**config.mk**
```make
export PLATFORM = sky130hd
export DESIGN_NAME = load_store_unit
export DESIGN_NICKNAME = d
export VERILOG_FILES = /design/src/rtl/mem_pkg.sv /design/src/rtl/byte_lane_unit.sv /design/src/rtl/load_store_unit.sv
export SDC_FILE = /design/constraint.sdc
export NUM_CORES = 1
export LEC_CHECK = 0
export BUFFER_PORTS_ARGS = -buffer_cell sky130_fd_sc_hd__buf_4
export CORE_ASPECT_RATIO = 1.4
export CORE_MARGIN = 2
export CORE_UTILIZATION = 53
export CTS_CLUSTER_DIAMETER = 40
export DETAILED_ROUTE_END_ITERATION = 8
export PLACE_DENSITY_LB_ADDON = 0.25
export REMOVE_ABC_BUFFERS = 1
export SLEW_MARGIN = 25
export SYNTH_ARGS = -nofsm -noshare
export SYNTH_HDL_FRONTEND = slang
export SYNTH_SLANG_ARGS = --single-unit
```
**constraint.sdc**
```tcl
create_clock -name clock -period 3.13 [get_ports clock]
set_input_delay 0.939 -clock clock [delete_from_list [all_inputs] [get_ports clock]]
set_output_delay 0.939 -clock clock [all_outputs]
set_load 0.01 [all_outputs]
```
**src/rtl/mem_pkg.sv**
```systemverilog
// Shared types and helpers for the load/store unit.
package mem_pkg;

   localparam int DATA_WIDTH = 32;

   typedef enum logic [1:0] {
      SIZE_BYTE    = 2'b00,
      SIZE_HALF    = 2'b01,
      SIZE_WORD    = 2'b10,
      SIZE_ILLEGAL = 2'b11
   } mem_size_t;

   typedef enum logic [2:0] {
      IDLE = 3'd0,
      RD   = 3'd1,
      WAIT = 3'd2,
      WR   = 3'd3,
      RESP = 3'd4
   } lsu_state_t;

   // Alignment check only; the illegal size code is screened separately.
   function automatic logic is_misaligned(input mem_size_t size, input logic [1:0] addr_lo);
      logic mis;
      mis = 1'b0;
      case (size)
         SIZE_HALF: mis = addr_lo[0];
         SIZE_WORD: mis = (addr_lo != 2'b00);
         default:   mis = 1'b0;
      endcase
      return mis;
   endfunction

endpackage

```
**src/rtl/byte_lane_unit.sv**
```systemverilog
// Combinational lane logic: extracts/extends load data and merges sub-word
// store data into a read word. The same instance serves loads and stores.
module byte_lane_unit
   import mem_pkg::*;
(
   input  logic [1:0]  size,
   input  logic        is_unsigned,
   input  logic [1:0]  lane,
   input  logic [31:0] ram_word,
   input  logic [31:0] store_data,
   output logic [31:0] load_data,
   output logic [31:0] merged_word
);

   logic [7:0]  byte_sel;
   logic [15:0] half_sel;

   assign byte_sel = ram_word[{lane, 3'b000} +: 8];
   assign half_sel = ram_word[{lane[1], 4'b0000} +: 16];

   // Select lane, extend for loads, splice store data into the read word.
   always_comb begin
      load_data   = ram_word;
      merged_word = store_data;
      case (mem_size_t'(size))
         SIZE_BYTE: begin
            load_data   = {{24{~is_unsigned & byte_sel[7]}}, byte_sel};
            merged_word = ram_word;
            merged_word[{lane, 3'b000} +: 8] = store_data[7:0];
         end
         SIZE_HALF: begin
            load_data   = {{16{~is_unsigned & half_sel[15]}}, half_sel};
            merged_word = ram_word;
            merged_word[{lane[1], 4'b0000} +: 16] = store_data[15:0];
         end
         default: begin
            load_data   = ram_word;
            merged_word = store_data;
         end
      endcase
   end

endmodule

```
**src/rtl/load_store_unit.sv**
```systemverilog
// Load/store unit: turns byte/half/word CPU requests into aligned word
// accesses on a synchronous-read, word-write RAM. Sub-word stores are done
// as read-modify-write; misaligned or illegal requests return a fault.
module load_store_unit
   import mem_pkg::*;
#(
   parameter int ADDR_WIDTH = 32
) (
   input  logic                  clock,
   input  logic                  reset_n,
   input  logic                  req_valid,
   output logic                  req_ready,
   input  logic                  req_write,
   input  logic [1:0]            req_size,
   input  logic                  req_unsigned,
   input  logic [ADDR_WIDTH-1:0] req_address,
   input  logic [31:0]           req_wdata,
   output logic                  resp_valid,
   output logic [31:0]           resp_rdata,
   output logic                  resp_fault,
   output logic                  ram_write_enable,
   output logic [ADDR_WIDTH-1:0] ram_address,
   output logic [31:0]           ram_in,
   input  logic [31:0]           ram_out
);

   lsu_state_t            state_q, state_d;
   logic                  write_q;
   logic [1:0]            size_q;
   logic                  unsigned_q;
   logic [ADDR_WIDTH-1:0] addr_q;
   logic [31:0]           wdata_q;
   logic                  fault_q;
   logic [31:0]           rdata_q;
   logic [31:0]           ram_in_q;

   logic                  accept;
   logic                  req_fault;
   logic                  req_is_sw;
   logic [31:0]           lane_load;
   logic [31:0]           lane_merge;

   assign accept    = req_valid && req_ready;
   assign req_fault = (req_size == SIZE_ILLEGAL) ||
                      is_misaligned(mem_size_t'(req_size), req_address[1:0]);
   assign req_is_sw = req_write && (req_size == SIZE_WORD);

   byte_lane_unit u_lane (
      .size        (size_q),
      .is_unsigned (unsigned_q),
      .lane        (addr_q[1:0]),
      .ram_word    (ram_out),
      .store_data  (wdata_q),
      .load_data   (lane_load),
      .merged_word (lane_merge)
   );

   // State register; reset aborts any access in flight, including a pending write.
   always_ff @(posedge clock or negedge reset_n) begin
      if (!reset_n) begin
         state_q <= IDLE;
      end else begin
         state_q <= state_d;
      end
   end

   // Next-state: faults go straight to RESP, sw skips the read phase.
   always_comb begin
      state_d = state_q;
      case (state_q)
         IDLE: begin
            if (accept) begin
               if (req_fault) begin
                  state_d = RESP;
               end else if (req_is_sw) begin
                  state_d = WR;
               end else begin
                  state_d = RD;
               end
            end
         end
         RD:      state_d = WAIT;
         WAIT:    state_d = write_q ? WR : RESP;
         WR:      state_d = RESP;
         RESP:    state_d = IDLE;
         default: state_d = IDLE;
      endcase
   end

   // Outputs decoded from state; RAM writes happen only in WR.
   always_comb begin
      req_ready        = (state_q == IDLE);
      resp_valid       = (state_q == RESP);
      ram_write_enable = (state_q == WR);
   end

   // Masking only: the aligned address never wraps.
   assign ram_address = {addr_q[ADDR_WIDTH-1:2], 2'b00};
   assign ram_in      = ram_in_q;
   assign resp_rdata  = rdata_q;
   assign resp_fault  = fault_q;

   // Request latch on accept; WAIT captures either load data or merged word.
   always_ff @(posedge clock or negedge reset_n) begin
      if (!reset_n) begin
         write_q    <= 1'b0;
         size_q     <= 2'b00;
         unsigned_q <= 1'b0;
         addr_q     <= '0;
         wdata_q    <= 32'h0;
         fault_q    <= 1'b0;
         rdata_q    <= 32'h0;
         ram_in_q   <= 32'h0;
      end else if (accept) begin
         write_q    <= req_write;
         size_q     <= req_size;
         unsigned_q <= req_unsigned;
         addr_q     <= req_address;
         wdata_q    <= req_wdata;
         fault_q    <= req_fault;
         rdata_q    <= 32'h0;
         if (req_is_sw) begin
            ram_in_q <= req_wdata;
         end
      end else if (state_q == WAIT) begin
         if (write_q) begin
            ram_in_q <= lane_merge;
         end else begin
            rdata_q <= lane_load;
         end
      end
   end

endmodule

```
**Word level (Yosys, flattened, before mapping)**

Index checks and enable logic that the tools add are counted.

- Memories: 0
- Input bits: 103
- Bits in read-only memories: 0
- Latch bits: 0
- Memory bits (writable): 0
- Bits in registers: 136
- Logic and storage cells: 58
- Output and inout bits: 100

- Multipliers: 0
- $lt $le $gt $ge: 0
- Add/subtract/negate cells: 2
- Shift-type cells: 6
- Muxes and demuxes: 17
- Bitwise gates (word level): 3
- Reduce and logical (&&, ||, !) cells: 10
- Divide/modulo/power cells: 0
- Eq/ne operators: 11

Operators by type and width:

| kind | count |
|---|---|
| $mux 32 | 7 |
| $pmux 32 s2 | 2 |
| $bwmux 32 | 2 |
| $shift 16x7->32 const A | 1 |
| $shift 8x7->32 const A | 1 |
| $shiftx 16x7->32 | 1 |
| $shiftx 32x6->16 | 1 |
| $shiftx 32x6->8 | 1 |
| $shiftx 8x7->32 | 1 |
| $neg 5->7 | 2 |
| $pmux 3 s4 | 1 |
| $mux 3 | 3 |
| $eq 3x2->1 const B | 2 |
| $ne 2x1->1 const B | 3 |
| $reduce_bool 2->1 | 3 |
| $eq 2x1->1 const B | 2 |
| $eq 2x2->1 const B | 2 |
| $eq 3x1->1 const B | 1 |
| $eq 3x3->1 const B | 1 |
| $logic_not 3->1 | 1 |
| $reduce_and 3->1 | 1 |
| $and 1x1->1 | 2 |
| $logic_and 1x1->1 | 2 |
| $logic_not 2->1 | 1 |
| 5 further kinds | 5 |

**Logic depth before layout (Yosys ltp)**

- Word-level depth: 7
- Depth in mapped cells: 9
- Gate-level depth less buffers: 6

**By module**

Synthesis repeated with hierarchy kept, for this count alone.

- Cells, all modules: 839
- Area total of the unflattened synthesis: 7392.1 um^2

By module, submodules not included:

| module | area an instance (um^2) | sequential area each (um^2) | times used | cells an instance |
|---|---|---|---|---|
| load_store_unit | 5566.6 | 3403.3 | 1 | 563 |
| byte_lane_unit | 1825.5 | 0.0 | 1 | 276 |

**Least setup slack after synthesis**

No wires, ideal clock.

- Kind: flip-flop to flip-flop
- Start: reg addr_q[1]
- End: reg ram_in_q[0] (netlist: ram_in[0])
- Clock period less this slack: 2.386 ns
- Setup time: 0.077 ns
- Slack: 0.744 ns
- Cell stages (with the launch flop): 9
- Data required time: 3.053 ns
- Buffers on the path: 2
- Data arrival time: 2.309 ns
- Path through: dfrtp_1 -> buf_2 -> buf_2 -> inv_1 -> ha_1 -> or4b_1 -> a31oi_2 -> nand2_1 -> a21oi_1

- Longest elaborated chain between the ends: 7
- Elaborated cells on any way between the ends: 12
- Classes of those cells: add/sub: 2; shift: 4; mux: 6

Ends and longest elaborated chain:

| what | line | text |
|---|---|---|
| start: declaration | load_store_unit.sv:31 | `logic [ADDR_WIDTH-1:0] addr_q;` |
| start signal: assignment | load_store_unit.sv:118 | `addr_q <= req_address;` |
| $neg 5->7, on equally long branches | byte_lane_unit.sv:34, byte_lane_unit.sv:29 |  |
| $shiftx 16x7->32, or another cell as far along | byte_lane_unit.sv:34 | `merged_word[{lane[1], 4'b0000} +: 16] = store_data[15:0];` |
| $bwmux 32, on equally long branches | byte_lane_unit.sv:34, byte_lane_unit.sv:29 |  |
| $pmux 32 s2 (*) | byte_lane_unit.sv:25 | `case (mem_size_t'(size))` |
| $mux 32 (*) | load_store_unit.sv:126 | `if (write_q) begin` |
| $mux 32 (*) | load_store_unit.sv:125 | `end else if (state_q == WAIT) begin` |
| $mux 32 (*) | load_store_unit.sv:114 | `end else if (accept) begin` |
| end signal: assignment | load_store_unit.sv:123 | `ram_in_q <= req_wdata;` |
| end signal: assignment | load_store_unit.sv:127 | `ram_in_q <= lane_merge;` |
| end: declaration | load_store_unit.sv:35 | `logic [31:0] ram_in_q;` |

Every way passes the cells marked *; elsewhere a longest branch is shown, timed or not. The select of a mux whose other input is x is not followed.
A chain may end at the register's enable or synchronous reset.

**Final worst setup path**

- Start: reg addr_q[0]
- End: reg ram_in_q[6] (netlist: ram_in[6])

- Longest elaborated chain between the ends: 7
- Elaborated cells on any way between the ends: 8
- Classes of those cells: add/sub: 1; shift: 2; mux: 5

Ends and longest elaborated chain:

| what | line | text |
|---|---|---|
| $neg 5->7 (*) | byte_lane_unit.sv:29 | `merged_word[{lane, 3'b000} +: 8] = store_data[7:0];` |
| $shiftx 8x7->32 / $shift 8x7->32 (equally long branches) | byte_lane_unit.sv:29 |  |
| $bwmux 32 (*) | byte_lane_unit.sv:29 |  |
| $pmux 32 s2 (*) | byte_lane_unit.sv:25 |  |
| $mux 32 (*) | load_store_unit.sv:126 |  |
| $mux 32 (*) | load_store_unit.sv:125 |  |
| $mux 32 (*) | load_store_unit.sv:114 |  |

Marks and branches as above.

==> reports/qor.yml <==
r2r-start: "addr_q[0]"
rsz0062_at_grt: "no"
hp-class: "in -> async"
ioPinCount: 203
first_iter_violations: 587
placed_area_sq_mm: 0.00854
post-cts-setup-buffer-count: 0
fp.coreArea_sq_mm: 0.0133
antenna_cells: 0
register_area_sq_mm: 0.00340
die_y_microns: 142
grt.total_usage_pct: 29.3
wl_microns: 20700
multi_input_area_sq_mm: 0.00319
antenna_left: 0
via_count: 6633
critPathArrivalTime_ns: 2.78
hold_viol_final: 0
synth.most_common_cell: "nand2_1"
slew_viol_final: 0
cts_hold_repair.buffers: 0
leakage_nw: 4.50
synth-edff-count: 0
p_seq_share_pct: 33.1
fin_nets: 1075
die_x_microns: 103
yosysTopAreaCell: "dfrtp_1"
worstSetupPathType: "reg -> reg"
crit_fanout: 10
total_power_mw: 9.70
pre_cts_slack_ns: 0.421
cts_buffer_depth: 2
portBuffers: 200
cts_resized: 0
grt_pass1_vias: 6501
status: "finished, final reports clean"
placementRows: 50
clkSinkCount: 136
skew_ns: 0.0102
gp_congestion: 0.873
ys_ff_latch: 136
via_per_inst: 5.72
r2r_end: "ram_in[6]"
cts_tree: "yes"
syn2layout_area_growth_pct: 27.1
share_comb_of_total_power_pct: 45.5
clk_root_buffer_cell: "clkbuf_16"
cp-start-kind: "register"
clkLatencyLatePin_ns: 0.42
clkTransAtPathRegs_ns: 0.06
antenna_found_initial: 0
switching_power_mw: 3.95
synth-main-ff-cell: "dfrtp_1"
dp_hpwl_microns: 14600
final_util_pct: 68.7
synthArstFlopShare_pct: 100
cp-end-kind: "register"
dr.pass1.iters: 6
synth_commonest_cells: "nand2_1, dfrtp_1, o21ai_1, o21ai_0, buf_4"
fmax_mhz: 410
netSwitchingFraction_pct: 40.7
yosysTopAreaCellShare_pct: 47.2
synth_area_sq_mm: 0.00720
min_period_over_period_pct: 77.8
design_area_sq_mm: 0.00915
max-vdd-ir-drop_mv: 0.675
r2r_setup_slack_ns: 0.69
die-area_sq_mm: 0.0146
htree_levels: 4
nFillCells: 1106
grt_first_pass_wirelength_microns: 32900
cp.required_ns: 3.48
p_per_area_mw_per_mm2: 1060
cts_made_buffers: 17
grt_overflow: 0
drive_gt1_share_pct: 27.4
yosysSeqAreaShare_pct: 47.2
setup_viol: 0
intPower_mw: 5.76
start_util_pct: 54.1
synth.area.top_cells: "dfrtp_1, nand2_1, buf_4, o21ai_1, o221ai_1"
drc: 0
setup_slack_ns: 0.694
fin_crit_ns: 2.44
slew-limit-headroom_pct: 37.7
yosys_warnings: 0
worst_slew_pin_slew_ns: 0.934
syn_inst: 819
ys_types: 54
grt_max_degree: 74
clockPowerShare_pct: 21.4
wl_per_cell_microns: 17.9
maxCapViolCount: 0
rr_worst_depth: 6
synth.avg_cell_area_sq_um: 8.80
[power by group through the flow]
stage	clock, mW	combinational, mW	sequential (mW)
2_1_floorplan	0	2.23	3.40
3_3_place_gp	0	4.29	3.21
3_5_place_dp	0	4.39	3.21
4_1_cts	2.10	4.42	3.19
5_1_grt	2.17	4.87	3.30
6_report	2.08	4.42	3.21
[stage by stage]
step	cells	setup TNS, ns	hold WS, ns
floorplan	727	-72.80	0.446
global placement	1127	0	0.459
detailed placement	1127	0	0.464
CTS	1159	0	0.461
global route	1159	0	0.479
finish	1159	0	0.441
[registers in the layout, indices dropped and copies added, names as in the netlist]
name        cells
ram_in         32
size_q          2
write_q         1
resp_fault      1
addr_q         32
unsigned_q      1
wdata_q        32
state_q         3
resp_rdata     32
[per-layer routing]
metal  global-route usage (%)  wire length (microns)  share of wire [%]  vias to the layer above
li1                         -                      -                  -                     3078
met1                     38.0                   7950                 38                     3162
met2                     47.8                  10300                 50                      339
met3                     5.89                   1810                8.7                       54
met4                     11.9                    666                3.2                        0
met5                        0                      0                  0                        -
[worst max path at each step]
| stage | from | end | slack [ns] | cells after the start |
|---|---|---|---|---|
| floorplan | req_valid | resp_rdata[16] | -1.46 | 4 |
| global placement | req_valid | ram_in[15] | 0.45 | 5 |
| detailed placement | req_valid | ram_in[13] | 0.42 | 5 |
| CTS | addr_q[0] | ram_in[6] | 0.73 | 6 |
| global route | addr_q[0] | ram_in[0] | 0.53 | 6 |
| finish | addr_q[0] | ram_in[6] | 0.69 | 6 |
[worst max-delay path, cell delays in order (launching register included)]
cell and delay, ns:
dfrtp_1 0.50, inv_1 0.22, ha_1 0.38, or4b_1 0.49, a31oi_2 0.51, nand2_1 0.11, a21oi_1 0.17
[placed cells by master, fill, tap and decap left out, types with 3 or more instances in the layout]
master      instances
clkinv_4            3
nor2_1             28
a22oi_1            17
a221oi_1            8
nand2b_1           20
o2111a_1            8
a21oi_1            22
inv_1              15
mux2i_1            17
buf_4             215
nand4_1             9
nand2_1           262
o22ai_1             9
clkinvlp_4          4
o21ai_0            36
o221ai_1           22
o21ai_1            40
dfrtp_1           136
nor3b_1             3
mux2_2              8
ha_1                8
nor4b_1             7
nor2b_1             4
bufinv_16           3
clkbuf_16          17
a211oi_1           15
[logic make-up (layout without fill, tap and decap cells)]
family	after synthesis	in the layout	share of synthesized area, %
adder cells (fa/ha/maj)	8	8	1.39
AO/OA/AOI/OAI	189	189	17.4
AND/OR/NAND/NOR	352	352	21.8
flip-flops	136	136	47.2
multiplexers	25	25	3.61
buffers and inverters	108	265	8.55
other	1	2	0.0521
[final cells by class]
cell class / count / share of cell area [%]
clock inverters: 14 / 1.90
repair buffers: 218 / 18.2
flip-flops and latches: 136 / 37.2
multi-input cells: 576 / 34.8
inverters: 15 / 0.615
clock buffers: 18 / 4.80
well taps: 182 / 2.49
No activity file was read; power rests on OpenSTA's default activity.
